<file path="src/rtl/vrc_cfg_loader.sv">
// Serial configuration loader with CRC-8 check, triple-redundant active register and
// periodic majority scrubber for the reconfigurable next-state logic select bus.
module vrc_cfg_loader #(
  parameter int CFG_W        = 86,
  parameter int SCRUB_PERIOD = 1024,
  parameter int ERR_CNT_W    = 8
) (
  input  logic                 clk,
  input  logic                 rst,
  input  logic                 cfg_start,
  input  logic                 cfg_valid,
  input  logic                 cfg_bit,
  output logic                 cfg_ready,
  output logic                 cfg_done,
  output logic                 cfg_err,
  output logic                 busy,
  output logic [CFG_W:1]       Sel,
  output logic                 sel_valid,
  output logic [ERR_CNT_W-1:0] scrub_err_cnt
);

  localparam int CNT_W = $clog2(CFG_W);
  localparam int TMR_W = $clog2(SCRUB_PERIOD);

  typedef enum logic [2:0] {
    IDLE,
    SHIFT_CFG,
    SHIFT_CRC,
    CHECK,
    SCRUB
  } state_t;

  state_t state, next_state;

  logic [CFG_W:1] shadow;
  logic [CFG_W:1] copy0, copy1, copy2;
  logic [CFG_W:1] vote;
  logic [7:0]     crc, crc_next, rx_crc;
  logic [CNT_W-1:0] bit_cnt;
  logic [TMR_W-1:0] scrub_tmr;
  logic           xfer;
  logic           crc_fb;
  logic           upset;
  logic           timer_expired;

  assign cfg_ready     = (state == SHIFT_CFG) || (state == SHIFT_CRC);
  assign busy          = (state != IDLE);
  assign xfer          = cfg_valid && cfg_ready;
  assign timer_expired = (scrub_tmr == TMR_W'(SCRUB_PERIOD - 1));

  // Sel is a pure combinational vote, so a scrub rewriting a minority copy never moves it.
  assign vote  = (copy0 & copy1) | (copy0 & copy2) | (copy1 & copy2);
  assign Sel   = vote;
  assign upset = (copy0 != vote) || (copy1 != vote) || (copy2 != vote);

  assign crc_fb   = crc[7] ^ cfg_bit;
  assign crc_next = {crc[6:0], 1'b0} ^ (crc_fb ? 8'h07 : 8'h00);

  always_ff @(posedge clk) begin
    if (rst) state <= IDLE;
    else     state <= next_state;
  end

  always_comb begin
    next_state = state;
    case (state)
      IDLE: begin
        if (cfg_start)          next_state = SHIFT_CFG;
        else if (timer_expired) next_state = SCRUB;
      end
      SHIFT_CFG: if (xfer && bit_cnt == CNT_W'(CFG_W - 1)) next_state = SHIFT_CRC;
      SHIFT_CRC: if (xfer && bit_cnt == CNT_W'(7))         next_state = CHECK;
      CHECK:     next_state = IDLE;
      SCRUB:     next_state = IDLE;
      default:   next_state = IDLE;
    endcase
  end

  // Datapath: the bit counter is reused for the config field and the CRC trailer.
  always_ff @(posedge clk) begin
    if (rst) begin
      shadow        <= '0;
      copy0         <= '0;
      copy1         <= '0;
      copy2         <= '0;
      crc           <= 8'h00;
      rx_crc        <= 8'h00;
      bit_cnt       <= '0;
      scrub_tmr     <= '0;
      sel_valid     <= 1'b0;
      cfg_done      <= 1'b0;
      cfg_err       <= 1'b0;
      scrub_err_cnt <= '0;
    end else begin
      cfg_done <= 1'b0;
      cfg_err  <= 1'b0;
      case (state)
        IDLE: begin
          if (cfg_start) begin
            shadow  <= '0;
            crc     <= 8'h00;
            rx_crc  <= 8'h00;
            bit_cnt <= '0;
          end else if (timer_expired) begin
            scrub_tmr <= '0;
          end else begin
            scrub_tmr <= scrub_tmr + 1'b1;
          end
        end
        SHIFT_CFG: begin
          if (xfer) begin
            shadow  <= {shadow[CFG_W-1:1], cfg_bit};
            crc     <= crc_next;
            bit_cnt <= (bit_cnt == CNT_W'(CFG_W - 1)) ? '0 : bit_cnt + 1'b1;
          end
        end
        SHIFT_CRC: begin
          if (xfer) begin
            rx_crc  <= {rx_crc[6:0], cfg_bit};
            bit_cnt <= bit_cnt + 1'b1;
          end
        end
        CHECK: begin
          scrub_tmr <= '0;
          if (rx_crc == crc) begin
            copy0     <= shadow;
            copy1     <= shadow;
            copy2     <= shadow;
            sel_valid <= 1'b1;
            cfg_done  <= 1'b1;
          end else begin
            cfg_err <= 1'b1;
          end
        end
        SCRUB: begin
          copy0 <= vote;
          copy1 <= vote;
          copy2 <= vote;
          if (upset && scrub_err_cnt != '1) scrub_err_cnt <= scrub_err_cnt + 1'b1;
        end
        default: ;
      endcase
    end
  end

endmodule

</file>
<file path="config.mk">
export PLATFORM = sky130hd
export DESIGN_NAME = vrc_cfg_loader
export DESIGN_NICKNAME = d
export VERILOG_FILES = /design/src/rtl/vrc_cfg_loader.sv
export SDC_FILE = /design/constraint.sdc
export NUM_CORES = 1
export LEC_CHECK = 0
export ABC_AREA = 1
export CORE_UTILIZATION = 56
export DETAILED_ROUTE_END_ITERATION = 8
export PLACE_DENSITY = 0.89
export RECOVER_POWER = 25
export SETUP_SLACK_MARGIN = 0.4
export SLEW_MARGIN = 20
export SYNTH_ARGS = -nofsm -noshare
export SYNTH_HDL_FRONTEND = slang
export SYNTH_SLANG_ARGS = --single-unit
</file>
<file path="constraint.sdc">
create_clock -name clk -period 1.95 [get_ports clk]
set_input_delay 0.2925 -clock clk [delete_from_list [all_inputs] [get_ports clk]]
set_output_delay 0.2925 -clock clk [all_outputs]
set_load 0.1 [all_outputs]
</file>
==> flow_metrics.py <==
metrics = {
    "layout": {
        "areaGrowthSynthToFinish_pct": 29.4,
        "diodes": 0,
        "nNetsFinal": 1535,
        "finalInstanceArea_um2": 12100,
        "drive_gt1_frac": 0.212,
    },
    "worst_setup_path": {
        "path_class": "flip-flop to flip-flop",
        "critical_path_arrival_ns": 2.26,
        "cp_max_fo": 58,
        "crit_required_ns": 2.38,
        "start_kind": "flip-flop",
        "crit_path_end_kind": "flip-flop",
    },
    "logic_synthesis": {
        "async_flop_share": 0,
        "synthXorXnorAreaFrac": 0.00561,
        "synth_cell_types": 25,
        "syn_inst": 1412,
        "yosys.area_share.adder": 0.00401,
        "synth_top_family_by_area": "simple AND/OR/NAND/NOR gates",
        "synth_common_cells": "433 x nand2_1, 292 x inv_1, 211 x dfxtp_1, 120 x a21oi_1, 116 x nor2_1",
        "yosysSeqAreaShare": 0.451,
        "syn_area_um2": 9370,
        "yosys.area_share.simple": 0.288,
        "synth_area_per_cell_um2": 6.63,
        "ys_dominant_reg_cell": "dfxtp_1",
        "ys_ff_latch": 211,
        "synth_edf_count": 0,
        "yosysMostFrequentCell": "nand2_1",
        "synth.area.top_cells": "dfxtp_1 45%, nand2_1 17%, inv_1 12%",
        "yosys_warnings": 0,
        "synth.area.mux_share": 0,
        "yosysTopAreaCell": "dfxtp_1",
        "synth_compound_area_frac": 0.0788,
        "post-synth-top-area-fraction": 0.451,
    },
    "route": {
        "drc": 0,
        "dr.first_iter.drc_count": 1237,
        "first_pass_iters": 6,
        "via_per_inst": 5.46,
        "antenna_left": 0,
        "wire_per_inst_um": 16.6,
        "num_vias": 9579,
        "routed_wirelength_mm": 29.2,
    },
    "timing": {
        "slew_viol_final": 0,
        "min_period_ns": 1.83,
        "setup_violations": 0,
        "clock_skew_ns": 0.0185,
        "finalCritPeriodShare": 0.938,
        "worst_slack_ns": 0.121,
        "tightest_slew_ns": 0.549,
        "clock.fmax_mhz": 547,
        "rsz0062_at_grt": "yes",
        "slew_headroom": 0.636,
        "hold_viol": 0,
        "fin_tns_setup_ns": 0,
    },
    "global_routing": {
        "grt_busiest_layer": "met2",
        "antenna_found_initial": 0,
        "grt_usage": 0.240,
        "first_global_vias": 7876,
        "met1_usage": 0.295,
        "grt_pass1_wl_mm": 35.3,
        "grt.met3_usage": 0.0343,
        "gr-total-overflow": 0,
        "grt_max_degree": 88,
        "gr-usage-met2": 0.426,
    },
    "power_and_ir_drop": {
        "ir_drop_uv": 1870,
        "p_leak_nw": 5.02,
        "report.power.total_mw": 17.9,
        "p_per_area_nw_per_um2": 1480,
    },
    "floorplanning": {
        "core_area_um2": 16100,
        "row_count": 46,
        "die_h_um": 131,
        "io_pins": 104,
        "die_w_um": 131,
        "dieArea_um2": 17200,
        "initial_core_util": 0.581,
    },
    "cts": {
        "cts_root_buf": "clkbuf_16",
        "clkSinkCount": 211,
        "cts_hold_buf": 0,
        "cts_buffer_depth": 3,
        "cts_tree": "done",
        "cts_buffers": 23,
        "clk_latency_ns": 0.51,
        "cts.clk_slew.worst_paths_ns": 0.06,
        "cts_max_level": 1,
    },
    "hold_path": {
        "min-delay-path-class": "input port to flip-flop",
    },
    "placed_design": {
        "place_area_um2": 10200,
        "portBuffers": 95,
        "gp_congestion": 0.909,
        "dp.final_hpwl_mm": 12.1,
        "place_ws_ns": 0.0890,
    },
    "status": {
        "status": "finished, final reports clean",
    },
    "flow_run": {
        "cap_violations": 0,
    },
}
-- worst max-delay path, cell delays in order (launching register included) --
cell and delay, ns:
dfxtp_4 0.39, clkbuf_4 0.14, nand3_1 0.28, inv_4 0.26
nand3_4 0.13, buf_12 0.21, nand2_1 0.11, inv_1 0.05
nor2_1 0.14
-- per-stage QoR --
stage,util,hold slack [ns],cells
finish,0.752,0.0792,1755
global route,0.752,0.0772,1755
CTS,0.693,0.0729,1719
detailed placement,0.635,0.441,1672
global placement,0.635,0.431,1672
floorplan,-,0.421,1419
-- layout make-up --
cell class,instances,area (µm²)
Timing Repair inverter,1,8.76
Multi-Input combinational cell,826,4020
Tap cell,216,270
Inverter,304,1170
Timing Repair Buffer,160,1710
Fill cell,1038,4000
Clock buffer,33,653
Sequential cell,211,4260
Clock inverter,4,30.0
-- cell usage in the layout (no fill, tap or decap), types with 17 or more instances in the layout --
master / count
nor2_1: 110
clkbuf_16: 41
buf_4: 46
dfxtp_1: 191
clkbuf_2: 62
nand3_1: 65
a21oi_2: 29
buf_12: 17
a21oi_1: 91
nand2_1: 418
inv_1: 291
nand3_2: 36
-- report_power, final --
group          internal (mW)  switching, mW
Combinational           3.81           5.31
Sequential              4.55          0.196
Clock                   2.32           1.72
Total                   10.7           7.22
-- registers in the layout, indices dropped and copies added, names as in the netlist --
register	count
bit_cnt	7
cfg_done	1
cfg_err	1
copy2	86
crc	8
rx_crc	8
scrub_tmr	10
sel_valid	1
shadow	86
state	3
-- metal layers --
| layer | share of wire | wire length [µm] |
|---|---|---|
| met2 | 0.48 | 14000 |
| met4 | 0.073 | 2140 |
| met1 | 0.36 | 10500 |
| met5 | 0 | 0 |
| met3 | 0.086 | 2520 |
-- path summary, 6_finish.rpt --
check	cells past startpoint	to	from	slack (ns)
worst max-delay path	8	copy2[66]	state[1]	0.12
worst min-delay path	2	state[0]	rst	0.08
worst max register to register	8	copy2[66]	state[1]	0.12
worst min register to register	2	scrub_tmr[7]	scrub_tmr[7]	0.45
-- repair_timing --
item / CTS / global route
setup buffers: 6 / 13
pin swaps: 3 / 13
cloned: 4 / 23
setup endpoints to repair: 92 / 202
endpoints found under the hold margin: 0 / 0
gates resized for setup: 28 / 128
-- logic make-up (layout without fill, tap and decap cells) --
logic type / Yosys count / after routing
adders and majority gates: 3 / 3
DFF: 211 / 211
other: 1 / 8
buffers and inverters: 382 / 502
xor gates and xnor gates: 6 / 6
AOI/OAI and AO/OA: 137 / 137
and+or+nand+nor: 672 / 672
(Power assumes the default switching activity.)
